File: config.mk
export PLATFORM = sky130hd
export DESIGN_NAME = serial_shift_sequencer_16_bit_flat
export DESIGN_NICKNAME = d
export VERILOG_FILES = /design/src/rtl/serial_shift_sequencer_16_bit_if.sv /design/src/rtl/serial_shift_sequencer_16_bit.sv /design/src/flat_wrapper.sv
export SDC_FILE = /design/constraint.sdc
export NUM_CORES = 1
export LEC_CHECK = 0
export CORE_MARGIN = 1.5
export CORE_UTILIZATION = 45
export CTS_BUF_LIST = sky130_fd_sc_hd__clkbuf_8
export DETAILED_ROUTE_END_ITERATION = 8
export PLACE_DENSITY = 0.71
export SLEW_MARGIN = 20
export SYNTH_ARGS = -nofsm -noshare
export SYNTH_HDL_FRONTEND = slang
export SYNTH_SLANG_ARGS = --single-unit
File: constraint.sdc
create_clock -name i_clk -period 2.8 [get_ports i_clk]
set_input_delay 0.84 -clock i_clk [delete_from_list [all_inputs] [get_ports i_clk]]
set_output_delay 0.84 -clock i_clk [all_outputs]
set_load 0.05 [all_outputs]
File: src/rtl/serial_shift_sequencer_16_bit_if.sv
// Handshake and shift-strobe bundle for serial_shift_sequencer_16_bit.
// The requester/bench drives the master side; the sequencer is the slave.
interface serial_shift_sequencer_16_bit_if;
  logic        enable;
  logic        data_valid;
  logic [15:0] data;
  logic [3:0]  gap_cycles;
  logic        data_ready;
  logic        shift_data_signal;
  logic        serial_data;
  logic [4:0]  bit_count;
  logic        busy;
  logic        frame_done;

  modport slave (
    input  enable, data_valid, data, gap_cycles,
    output data_ready, shift_data_signal, serial_data, bit_count, busy, frame_done
  );

  modport master (
    output enable, data_valid, data, gap_cycles,
    input  data_ready, shift_data_signal, serial_data, bit_count, busy, frame_done
  );
endinterface

File: src/rtl/serial_shift_sequencer_16_bit.sv
// Serializes a 16-bit word MSB first with a shift strobe, then idles for a latched gap.
// Define SERIAL_SHIFT_SEQUENCER_PARITY_EN to append an even-parity bit as a 17th shift.
module serial_shift_sequencer_16_bit (
  input  logic                           i_clk,
  input  logic                           i_rst,
  serial_shift_sequencer_16_bit_if.slave bus
);

`ifdef SERIAL_SHIFT_SEQUENCER_PARITY_EN
  localparam logic [4:0] LAST_IDX = 5'd16;
`else
  localparam logic [4:0] LAST_IDX = 5'd15;
`endif

  typedef enum logic [1:0] {IDLE, SHIFT, GAP} state_t;

  state_t      r_state;
  logic [15:0] r_word;
  logic [3:0]  r_gap;
  logic [3:0]  r_gap_cnt;
  logic [4:0]  r_cnt;
  logic        r_shift;
  logic        r_sd;
  logic        r_done;

  state_t      w_next;
  logic [15:0] w_word;
  logic [3:0]  w_gap;
  logic [3:0]  w_gap_cnt;
  logic [4:0]  w_cnt;
  logic        w_shift;
  logic        w_sd;
  logic        w_done;
  logic        w_ready;
  logic        w_hs;
  logic [4:0]  w_nidx;
  logic        w_nbit;

  assign w_ready = (r_state == IDLE) && bus.enable;
  assign w_hs    = bus.data_valid && w_ready;
  assign w_nidx  = r_cnt + 5'd1;
  // Index 16 only occurs with parity compiled in; it carries the XOR of the word.
  assign w_nbit  = (w_nidx == 5'd16) ? ^r_word : r_word[4'd15 - w_nidx[3:0]];

  always_comb begin
    w_next    = r_state;
    w_word    = r_word;
    w_gap     = r_gap;
    w_gap_cnt = r_gap_cnt;
    w_cnt     = r_cnt;
    w_shift   = r_shift;
    w_sd      = r_sd;
    w_done    = 1'b0;
    if (!bus.enable) begin
      w_done = r_done;
    end else begin
      case (r_state)
        IDLE: begin
          w_shift = 1'b0;
          w_sd    = 1'b0;
          if (w_hs) begin
            w_next    = SHIFT;
            w_word    = bus.data;
            w_gap     = bus.gap_cycles;
            w_gap_cnt = bus.gap_cycles;
            w_cnt     = 5'd0;
            w_shift   = 1'b1;
            w_sd      = bus.data[15];
          end
        end
        SHIFT: begin
          if (r_cnt == LAST_IDX) begin
            w_shift = 1'b0;
            w_sd    = 1'b0;
            w_cnt   = 5'd0;
            w_done  = 1'b1;
            w_next  = (r_gap != 4'd0) ? GAP : IDLE;
          end else begin
            w_cnt   = w_nidx;
            w_sd    = w_nbit;
            w_shift = 1'b1;
          end
        end
        GAP: begin
          // The Done cycle is not counted: gap_cycles idle cycles follow it.
          if (r_gap_cnt == 4'd0) w_next = IDLE;
          else                   w_gap_cnt = r_gap_cnt - 4'd1;
        end
        default: w_next = IDLE;
      endcase
    end
  end

  always_ff @(posedge i_clk) begin
    if (i_rst) begin
      r_state   <= IDLE;
      r_word    <= 16'd0;
      r_gap     <= 4'd0;
      r_gap_cnt <= 4'd0;
      r_cnt     <= 5'd0;
      r_shift   <= 1'b0;
      r_sd      <= 1'b0;
      r_done    <= 1'b0;
    end else begin
      r_state   <= w_next;
      r_word    <= w_word;
      r_gap     <= w_gap;
      r_gap_cnt <= w_gap_cnt;
      r_cnt     <= w_cnt;
      r_shift   <= w_shift;
      r_sd      <= w_sd;
      r_done    <= w_done;
    end
  end

  // Strobe and done are gated so a frozen sequencer never strobes the shift register.
  assign bus.data_ready        = w_ready;
  assign bus.shift_data_signal = r_shift && bus.enable;
  assign bus.serial_data       = r_sd;
  assign bus.bit_count         = r_cnt;
  assign bus.busy              = (r_state != IDLE);
  assign bus.frame_done        = r_done && bus.enable;

endmodule

File: src/flat_wrapper.sv
// flat-port wrapper written by rule: the top's interface ports become plain ports
module serial_shift_sequencer_16_bit_flat 
  (i_clk, i_rst, bus_enable, bus_data_valid, bus_data, bus_gap_cycles, bus_data_ready, bus_shift_data_signal, bus_serial_data, bus_bit_count, bus_busy, bus_frame_done);
  serial_shift_sequencer_16_bit_if bus_i ();
  input  logic i_clk;
  input  logic i_rst;
  input wire logic [$bits(bus_i.enable)-1:0] bus_enable;
  input wire logic [$bits(bus_i.data_valid)-1:0] bus_data_valid;
  input wire logic [$bits(bus_i.data)-1:0] bus_data;
  input wire logic [$bits(bus_i.gap_cycles)-1:0] bus_gap_cycles;
  output wire logic [$bits(bus_i.data_ready)-1:0] bus_data_ready;
  output wire logic [$bits(bus_i.shift_data_signal)-1:0] bus_shift_data_signal;
  output wire logic [$bits(bus_i.serial_data)-1:0] bus_serial_data;
  output wire logic [$bits(bus_i.bit_count)-1:0] bus_bit_count;
  output wire logic [$bits(bus_i.busy)-1:0] bus_busy;
  output wire logic [$bits(bus_i.frame_done)-1:0] bus_frame_done;
  assign bus_i.enable = bus_enable;
  assign bus_i.data_valid = bus_data_valid;
  assign bus_i.data = bus_data;
  assign bus_i.gap_cycles = bus_gap_cycles;
  assign bus_data_ready = bus_i.data_ready;
  assign bus_shift_data_signal = bus_i.shift_data_signal;
  assign bus_serial_data = bus_i.serial_data;
  assign bus_bit_count = bus_i.bit_count;
  assign bus_busy = bus_i.busy;
  assign bus_frame_done = bus_i.frame_done;
  serial_shift_sequencer_16_bit u_core (.i_clk(i_clk), .i_rst(i_rst), .bus(bus_i));
endmodule
Yosys cells after proc, flatten, opt, wreduce, memory -nomap -nowiden
Index checks and enable logic that the tools add are counted.
- register bits after elaboration: 34
- bits in latches: 0
- bits in writable memories: 0
- ROM bits: 0
- input port bits: 24
- output and inout bits: 10
- logic and storage cells: 58
- memories kept: 0
- $add $sub $neg: 3
- multiply operators: 0
- divide/modulo/power cells: 0
- order comparisons: 1
- equality and inequality tests: 8
- shifts and indexed selects: 0
- multiplexer cells: 22
- bitwise logic cells: 0
- reduce and logical (&&, ||, !) cells: 16
- operators by type and width (cell ; number):
    16-bit parity ; 1
    5-bit 2-to-1 mux ; 2
    5-bit one-hot mux with 2 select lines ; 1
    1-bit 2-to-1 mux ; 8
    2-bit 2-to-1 mux ; 4
    4-bit 2-to-1 mux ; 2
    4-bit one-hot mux with 2 select lines ; 1
    4-bit AND reduction ; 2
    2-bit by 1-bit != test with 1-bit output (second input constant) ; 3
    2-bit one-hot mux with 3 select lines ; 1
    3-bit AND reduction ; 2
    2-bit nonzero test ; 3
    5-bit by 1-bit adder with 5-bit output (second input constant) ; 1
    5-bit by 4-bit equality test with 1-bit output (second input constant) ; 1
    5-bit equality test (second input constant) ; 1
    4-bit by 5-bit < comparator with 1-bit output (second input constant) ; 1
    1-bit binary-select mux with 4-bit select ; 1
    1-bit logical AND ; 4
    4-bit logical NOT ; 1
    1-bit one-hot mux with 2 select lines ; 2
    4-bit nonzero test ; 1
    4-bit by 1-bit subtractor with 4-bit output (second input constant) ; 1
    4-bit subtractor (first input constant) ; 1
    2-bit by 1-bit equality test with 1-bit output (second input constant) ; 1
    4 further kinds ; 4

Longest topological paths before layout
Gate-level depths: netlist of run 1.
- depth in word-level cells: 7
- gate-level depth with buffers: 8
- depth with buffers taken out: 8

Least setup slack after synthesis of run 1
Ideal clock, no wire load.
- path type: input-to-output
- start point: input port bus_enable
- end point: output port bus_data_ready
- arrival: 1.588 ns
- data required time: 1.960 ns
- setup slack: 0.372 ns
- cell stages on the path: 2
- buffers on the path: 0
- path through: nand2b_1 -> nor2_1
- longest elaborated chain between the ends: 1
- ends and longest elaborated chain (item ; line ; text):
    start: declaration ; flat_wrapper.sv:7 ; input wire logic [$bits(bus_i.enable)-1:0] bus_enable;
    1-bit logical AND ; serial_shift_sequencer_16_bit.sv:39 ; assign w_ready = (r_state == IDLE) && bus.enable;
    end: declaration ; flat_wrapper.sv:11 ; output wire logic [$bits(bus_i.data_ready)-1:0] bus_data_ready;
Every way passes these cells.

Worst setup path after layout of run 1
Ends and elaborated chain as after synthesis.

==> reports/qor.yml, run 1 <==
status: "finished, final reports clean"
synth_area_sq_um: 1720
grt_pass1_vias: 1339
cts_tree: "yes"
seq_area_frac_synth_pct: 39.5
synth_mux_area_share_pct: 8.57
die_y_um: 64.9
grt_usage_pct: 18.5
synth_xor_area_share_pct: 9.15
core_area_sq_um: 3660
io_buffer_count: 33
cts_buffer_depth: 2
route.detailed.drc: 0
clock_skew_ps: 2.77
globalplace.congestion: 0.766
drtPass1Iterations: 5
cts_resized: 0
synth_compound_area_share_pct: 14.5
period_share_pct: 94.4
diodes: 0
maxCapViolCount: 0
slew_headroom_pct: 65.1
h-tree-depth: 2
fin_setup_tns_ps: 0
leakage_nw: 0.846
synth_ff_type: "dfxtp_1"
insertion_delay_ps: 280
cts_buffers: 5
die-width_um: 64.9
slew_viol_final: 0
via_per_inst: 4.93
cts-root-buf: "clkbuf_8"
finalCriticalPeriod_ps: 2640
synth_top_area_cell: "dfxtp_1"
worstSetupEndpointType: "output pin"
hold_viol: 0
worstPathMaxFanout: 2
worst_ep_arrival_time_ps: 1800
async_reset_ff_share_pct: 0
start_util_pct: 47.1
max_freq_mhz: 378
area_delta_synth_final_pct: 29.9
synth_top_area_share_pct: 39.5
tightest_slew_ps: 522
netlist_top_cells_count: "nand2_1, dfxtp_1, a21oi_1, nor2_1, xnor2_1"
synth_edf_count: 0
grt_pass1_wl_um: 5990
finalSetupViolCount: 0
dr.first_iter.drc_count: 114
layoutNonFillerInstCount: 295
synth_nets: 237
synth.avg_cell_area_sq_um: 8.24
vdd_drop_max_uv: 264
holdBufCountCts: 0
yosysWarnings: 0
hold_class: "reg2reg"
rsz0062_at_grt: "no"
via_count: 1455
synthCells: 209
dp_cells: 288
drive_gt1_share_pct: 7.69
wl_um: 3370
ant_nets: 0
rows: 22
synthAdderAreaFrac_pct: 2.90
wire_per_inst_um: 11.4
synth_top_family_by_area: "simple AND/OR/NAND/NOR gates"
grt-ovfl-total: 0
synth.top_cells.by_area: "dfxtp_1, nand2_1, a21oi_1"
dp_hpwl_um: 2470
grt_max_degree: 22
synthMostInstantiatedCell: "nand2_1"
worst-setup-path-type: "in2out"
ys_seq_elements: 34
cp.required_ps: 1960
antenna_found_initial: 0
nets: 275
clkTransAtPathRegs_ps: 60
power_density_nw_per_um2: 472
io_pins: 34
dieArea_sq_um: 4210
critPathLaunchType: "input port"
post_cts_buffers: 0
yosys.area_share.simple_pct: 21.0
cts_num_sinks: 34
ys_types: 31
through the flow:
step,instance area (sq um),total power [mW],util (%),hold slack (ps),setup WS (ps)
6_report,2240,1.06,61.1,457,156
3_3_place_gp,2160,0.739,59.1,444,169
4_1_cts,2240,1.07,61.1,463,151
5_1_grt,2240,1.11,61.1,487,93.4
2_1_floorplan,1720,0.662,-,436,372
3_5_place_dp,2160,0.740,59.1,454,157
critical path, stage by stage:
cell and delay [ps]:
clkdlybuf4s50_1 480, nand2b_1 80, nor2_1 230, buf_12 180
cell usage in the layout, fill, tap and decap left out:
cell	instances
nor3_1	1
o22ai_1	1
xnor2_1	15
nand3_1	4
buf_4	9
clkdlybuf4s50_1	30
nand2b_1	5
a31oi_1	1
a211oi_2	1
xor2_1	3
nor2_1	19
buf_12	3
clkbuf_8	5
mux2i_1	2
a22oi_1	4
nand3b_1	2
inv_1	9
ha_1	4
nor2b_1	1
nand4b_1	1
nand4_1	1
a221oi_1	1
a21oi_1	27
and2_1	2
nand2_1	46
nor4_1	1
and3_1	1
o2bb2ai_1	1
mux4_1	4
a211oi_1	1
o21ai_0	7
mux4_2	1
dfxtp_1	34
kinds of logic (layout without fill, tap and decap cells):
group / Yosys count / after routing
AOI/OAI and AO/OA: 44 / 44
xor gates and xnor gates: 18 / 18
adders and majority gates: 4 / 4
buffers and inverters: 18 / 56
DFF: 34 / 34
muxes: 7 / 7
and+or+nand+nor: 84 / 84
metal layers:
layer | up-vias | global-route usage [%] | share of wire, % | wire length, um
li1 | 781 | - | - | -
met1 | 639 | 24.8 | 49 | 1660
met2 | 28 | 27.7 | 45 | 1520
met3 | 7 | 3.65 | 3.1 | 106
met4 | 0 | 10.4 | 2.6 | 87
met5 | - | 0 | 0 | 0
final timing paths:
check | cells past startpoint | end | start | slack [ps]
worst max-delay path | 4 | bus_data_ready | bus_enable | 160
worst max register to register | 5 | u_core.bus.serial_data | u_core.bus.bit_count[1] | 660
worst min-delay path | 2 | u_core.r_gap[2] | u_core.r_gap[2] | 460
worst min register to register | 2 | u_core.r_gap[2] | u_core.r_gap[2] | 460
where the power goes:
group / switching, mW / internal [mW]
Sequential: 0.0179 / 0.505
Combinational: 0.0983 / 0.108
Clock: 0.163 / 0.164
flip-flops by register name (all words and copies together) (netlist names):
register,cells
u_core.r_word,16
u_core.bus.serial_data,1
u_core.bus.bit_count,5
u_core.r_state,2
u_core.r_gap_cnt,4
u_core.r_gap,4
u_core.r_shift,1
u_core.r_done,1
cell type report:
cell class                 instances  area [sq um]
clock buffer                       5          68.8
multi-input combinational        157           967
timing repair buffer              42           428
tap                               48          60.1
inverter                           7          26.3
sequential                        34           681
clock inverter                     2          7.51
fill                             335          1420
Power figures use the tool's default switching activity.
==> inputs of run 2 (changes only) <==
--- a/config.mk
+++ b/config.mk
@@ -6,10 +6,10 @@
 export NUM_CORES = 1
 export LEC_CHECK = 0
 export CORE_MARGIN = 1.5
-export CORE_UTILIZATION = 45
+export CORE_UTILIZATION = 53
 export CTS_BUF_LIST = sky130_fd_sc_hd__clkbuf_8
 export DETAILED_ROUTE_END_ITERATION = 8
-export PLACE_DENSITY = 0.71
+export PLACE_DENSITY = 0.82
 export SLEW_MARGIN = 20
 export SYNTH_ARGS = -nofsm -noshare
 export SYNTH_HDL_FRONTEND = slang
==> reports/qor.yml, run 2 (synthesis results as in run 1) <==
status: "finished, final reports clean"  # unchanged
placed_area_sq_um: 2140  # was 2160 sq um
clkTransAtPathRegs_ps: 70  # was 60 ps
dp_hpwl_um: 2530  # was 2470 um
h-tree-depth: 2  # unchanged
final_common_cell: "nand2_1"  # unchanged
die_y_um: 60.0  # was 64.9 um
ant_nets: 0  # unchanged
reg2reg_from: "u_core.bus.bit_count[0]"  # was u_core.bus.bit_count[1]
finalCriticalPeriod_ps: 2630  # was 2640 ps
grt_max_degree: 22  # unchanged
drtPass1Iterations: 4  # was 5
drive_gt1_share_pct: 7.32  # was 7.69%
via_count: 1494  # was 1455
cts_tree: "yes"  # unchanged
tightest_slew_ps: 505  # was 522 ps
die-width_um: 60.0  # was 64.9 um
nets: 273  # was 275
slew_viol_final: 0  # unchanged
hold-worst-slack_ps: 457  # about the same
via_per_inst: 5.15  # was 4.93
start_util_pct: 56.0  # was 47.1%
p_total_mw: 1.16  # was 1.06 mW
grt_pass1_vias: 1372  # was 1339
route.detailed.drc: 0  # unchanged
endpoint: "bus_data_ready"  # unchanged
io_buffer_count: 33  # unchanged
worstSetupEndpointType: "output pin"  # unchanged
cts-root-buf: "clkbuf_8"  # unchanged
wire_per_inst_um: 11.8  # was 11.4 um
slew_headroom_pct: 66.2  # was 65.1%
worstPathMaxFanout: 2  # unchanged
cts_buffers: 5  # unchanged
diodes: 0  # unchanged
clock_skew_ps: 6.92  # was 2.77 ps
rows: 20  # was 22
cts_num_sinks: 34  # unchanged
reg2reg_slack_ps: 520  # was 660 ps
grt_usage_pct: 23.7  # was 18.5%
hold_class: "reg2reg"  # unchanged
final_cell_mix: "nand2_1, dfxtp_1, clkdlybuf4s50_1, a21oi_1, nor2_1"  # unchanged
finalInstanceArea_sq_um: 2250  # was 2240 sq um
layoutNonFillerInstCount: 290  # was 295
top_register: "u_core.r_word"  # unchanged
dieArea_sq_um: 3600  # was 4210 sq um
rsz0062_at_grt: "no"  # unchanged
worst_ep_arrival_time_ps: 1790  # was 1800 ps
hold_viol: 0  # unchanged
post_cts_buffers: 0  # unchanged
reg2reg_depth: 5  # unchanged
antenna_found_initial: 0  # unchanged
grt_pass1_wl_um: 6130  # was 5990 um
maxCapViolCount: 0  # unchanged
holdBufCountCts: 0  # unchanged
power_density_nw_per_um2: 516  # was 472 nW/um^2
insertion_delay_ps: 290  # was 280 ps
period_share_pct: 94.0  # was 94.4%
area_delta_synth_final_pct: 30.5  # was 29.9%
startpoint: "bus_enable"  # unchanged
max_freq_mhz: 380  # was 378 MHz
r2r-end: "u_core.bus.serial_data"  # unchanged
fin_setup_tns_ps: 0  # unchanged
cp.required_ps: 1960  # about the same
io_pins: 34  # unchanged
globalplace.congestion: 0.809  # was 0.766
worst-setup-path-type: "in2out"  # unchanged
dp_cells: 282  # was 288
dr.first_iter.drc_count: 85  # was 114
vdd_drop_max_uv: 380  # was 264 uV
n_fill_cell: 250  # was 335
largest_register_ff_count: 16  # unchanged
cts_resized: 0  # unchanged
leakage_nw: 0.850  # was 0.846 nW
core_area_sq_um: 3080  # was 3660 sq um
finalSetupViolCount: 0  # unchanged
wl_um: 3410  # was 3370 um
cts_buffer_depth: 2  # unchanged
critPathLaunchType: "input port"  # unchanged
grt-ovfl-total: 0  # unchanged
-- run 2: area by class of cell --
class / instances / area, sq um / share of cell area [%]
multi-input combinational: 157 / 967 / 43.0
sequential: 34 / 681 / 30.3
timing repair buffer: 40 / 413 / 18.4
clock buffer: 5 / 68.8 / 3.06
tap: 44 / 55.1 / 2.45
clock inverter: 3 / 37.5 / 1.67
inverter: 7 / 26.3 / 1.17
-- run 2: stage by stage --
| step | util [%] | setup WS [ps] |
|---|---|---|
| 2_1_floorplan | - | 372 |
| 3_3_place_gp | 69.6 | 171 |
| 3_5_place_dp | 69.6 | 168 |
| 4_1_cts | 73.0 | 165 |
| 5_1_grt | 73.0 | 106 |
| 6_report | 73.0 | 168 |
-- run 2: critical path: stages --
cell             delay [ps]
clkdlybuf4s50_1         480
nand2b_1                 80
nor2_1                  220
buf_12                  170
-- run 2: power breakdown --
group / leakage, nW / switching (mW) / internal (mW)
Sequential: 0.277 / 0.0193 / 0.505
Combinational: 0.512 / 0.0972 / 0.106
Clock: 0.0607 / 0.175 / 0.259
Total: 0.850 / 0.291 / 0.870
-- run 2: per-layer routing --
layer	share of wire, %	global-route usage, %	wire [um]	vias to the layer above
li1	-	-	-	779
met1	46	29.4	1580	679
met2	48	37.1	1620	30
met3	4.4	9.74	150	6
met4	1.7	7.62	57	0
met5	0	0	0	-
-- run 2: how the worst min path moves through the flow --
| stage | from | slack, ps | to | cells past startpoint |
|---|---|---|---|---|
| finish | u_core.r_gap[1] | 460 | u_core.r_gap[1] | 2 |
| global route | u_core.r_gap[3] | 490 | u_core.r_gap[3] | 2 |
| CTS | u_core.r_gap[1] | 460 | u_core.r_gap[1] | 2 |
| detailed placement | u_core.r_gap[1] | 450 | u_core.r_gap[1] | 2 |
| global placement | u_core.r_gap[2] | 440 | u_core.r_gap[2] | 2 |
| floorplan | u_core.r_gap[2] | 440 | u_core.r_gap[2] | 2 |
==> inputs of run 3 (changes only) <==
--- a/config.mk
+++ b/config.mk
@@ -5,11 +5,13 @@
 export SDC_FILE = /design/constraint.sdc
 export NUM_CORES = 1
 export LEC_CHECK = 0
+export CAP_MARGIN = 20
+export CORE_ASPECT_RATIO = 0.9
 export CORE_MARGIN = 1.5
-export CORE_UTILIZATION = 53
+export CORE_UTILIZATION = 45
 export CTS_BUF_LIST = sky130_fd_sc_hd__clkbuf_8
 export DETAILED_ROUTE_END_ITERATION = 8
-export PLACE_DENSITY = 0.82
+export PLACE_DENSITY = 0.71
 export SLEW_MARGIN = 20
 export SYNTH_ARGS = -nofsm -noshare
 export SYNTH_HDL_FRONTEND = slang
==> reports/qor.yml, run 3 (synthesis results as in run 1) <==
cts_buffers: 5  # unchanged
cts_tree: "yes"  # unchanged
hold_class: "reg2reg"  # unchanged
antenna_found_initial: 0  # unchanged
max_freq_mhz: 378  # was 380 MHz
post_cts_buffers: 0  # unchanged
start_util_pct: 46.5  # was 56.0%
drive_gt1_share_pct: 8.50  # was 7.32%
dp_hpwl_um: 2610  # was 2530 um
insertion_delay_ps: 300  # was 290 ps
diodes: 0  # unchanged
globalplace.congestion: 0.747  # was 0.809
drtPass1Iterations: 4  # unchanged
reg2reg_depth: 5  # unchanged
grt_usage_pct: 19.4  # was 23.7%
crit_slowest_cell: "clkdlybuf4s50_1"  # unchanged
slew_headroom_pct: 65.7  # was 66.2%
hold-worst-slack_ps: 456  # was 457 ps
final_cell_mix: "nand2_1, dfxtp_1, clkdlybuf4s50_1, a21oi_1, nor2_1"  # unchanged
setup_ws_ps: 157  # was 168 ps
n_fill_cell: 344  # was 250
critPathLaunchType: "input port"  # unchanged
rsz0062_at_grt: "no"  # unchanged
io_pins: 34  # unchanged
route.detailed.drc: 0  # unchanged
intPower_mw: 0.874  # was 0.870 mW
worstPathMaxFanout: 2  # unchanged
fin_util_pct: 61.0  # was 73.0%
grt-ovfl-total: 0  # unchanged
area_delta_synth_final_pct: 31.2  # was 30.5%
cts_buffer_depth: 2  # unchanged
crit_cells: 4  # unchanged
holdBufCountCts: 0  # unchanged
p_sw_mw: 0.298  # was 0.291 mW
worstPathCellList: "clkdlybuf4s50_1 > nand2b_1 > nor2_1 > buf_12"  # unchanged
power_density_nw_per_um2: 518  # was 516 nW/um^2
wl_um: 3610  # was 3410 um
worst-setup-path-type: "in2out"  # unchanged
cts-root-buf: "clkbuf_8"  # unchanged
via_per_inst: 5.14  # was 5.15
die_y_um: 61.7  # was 60.0 um
clock_skew_ps: 6.40  # was 6.92 ps
leakage_nw: 0.852  # was 0.850 nW
fin_setup_tns_ps: 0  # unchanged
worstSetupEndpointType: "output pin"  # unchanged
nets: 274  # was 273
r2r-end: "u_core.bus.serial_data"  # unchanged
rows: 21  # was 20
top_register: "u_core.r_word"  # unchanged
hold_viol: 0  # unchanged
core_area_sq_um: 3700  # was 3080 sq um
finalSetupViolCount: 0  # unchanged
dr.first_iter.drc_count: 116  # was 85
h-tree-depth: 2  # unchanged
via_count: 1505  # was 1494
worst_ep_arrival_time_ps: 1800  # was 1790 ps
io_buffer_count: 33  # unchanged
finalCriticalPeriod_ps: 2640  # was 2630 ps
startpoint: "bus_enable"  # unchanged
cts_resized: 0  # unchanged
crit_family: "buffers and inverters"  # unchanged
wire_per_inst_um: 12.3  # was 11.8 um
power_frac_comb_pct: 17.6  # was 17.5%
switching_share_pct: 25.4  # was 25.1%
grt_pass1_vias: 1318  # was 1372
period_share_pct: 94.4  # was 94.0%
preCtsSetupSlack_ps: 180  # was 168 ps
clkTransAtPathRegs_ps: 70  # about the same
endpoint: "bus_data_ready"  # unchanged
cp_num_buf_inv: 2  # unchanged
ant_nets: 0  # unchanged
reg2reg_from: "u_core.bus.bit_count[1]"  # was u_core.bus.bit_count[0]
status: "finished, final reports clean"  # unchanged
reg2reg_slack_ps: 630  # was 520 ps
seqPwrFrac_pct: 44.6  # was 45.2%
slew_viol_final: 0  # unchanged
maxCapViolCount: 0  # unchanged
grt_pass1_wl_um: 5890  # was 6130 um
die-width_um: 68.2  # was 60.0 um
dieArea_sq_um: 4210  # was 3600 sq um
grt_max_degree: 23  # was 22
cp.required_ps: 1960  # about the same
p_clk_share_pct: 37.7  # was 37.3%
vdd_drop_max_uv: 287  # was 380 uV
largest_register_ff_count: 16  # unchanged
tightest_slew_ps: 513  # was 505 ps
cts_num_sinks: 34  # unchanged
final_common_cell: "nand2_1"  # unchanged
max_stage_delay_ps: 480  # about the same
## run 3: how the worst min path moves through the flow
stage | start | endpoint | slack (ps) | depth (start not counted)
after global routing | u_core.r_gap[3] | u_core.r_gap[3] | 470 | 2
after detailed placement | u_core.r_gap[2] | u_core.r_gap[2] | 450 | 2
after CTS | u_core.r_gap[2] | u_core.r_gap[2] | 460 | 2
after global placement | u_core.r_gap[2] | u_core.r_gap[2] | 450 | 2
after floorplan | u_core.r_gap[2] | u_core.r_gap[2] | 440 | 2
final | u_core.r_gap[2] | u_core.r_gap[2] | 460 | 2
## run 3: metal layers
metal	up-vias	share of wire (%)	global-route usage, %
met5	-	0	0
met4	0	2.0	9.43
met3	7	3.3	4.86
met2	33	47	31.3
met1	680	48	24.6
li1	785	-	-
## run 3: area by class of cell
class                      instances  area [sq um]  share of cell area, %
tap                               46          57.6                   2.55
clock inverter                     3          40.0                   1.77
clock buffer                       5          68.8                   3.04
multi-input combinational        157           967                   42.8
sequential                        34           681                   30.1
inverter                           7          26.3                   1.16
timing repair buffer              41           420                   18.6
## run 3: per-stage QoR
step	power [mW]	instances	cell area [sq um]
4_1_cts	1.18	293	2260
5_1_grt	1.22	293	2260
3_3_place_gp	0.737	285	2150
6_report	1.17	293	2260
3_5_place_dp	0.740	285	2150
2_1_floorplan	0.662	209	1720
## run 3: worst min-delay path: cells and delay by family, from the launching register on
family             cells  cell delay (ps)
DFF                    1              310
and+or+nand+nor        1               50
AOI/OAI and AO/OA      1               50
## run 3: power by group through the flow
| stage | sequential, mW | combinational, mW | clock [mW] |
|---|---|---|---|
| after floorplan | 0.532 | 0.130 | 0 |
| after global placement | 0.533 | 0.204 | 0 |
| after detailed placement | 0.534 | 0.206 | 0 |
| after CTS | 0.523 | 0.207 | 0.454 |
| after global routing | 0.526 | 0.226 | 0.465 |
| final | 0.523 | 0.206 | 0.442 |
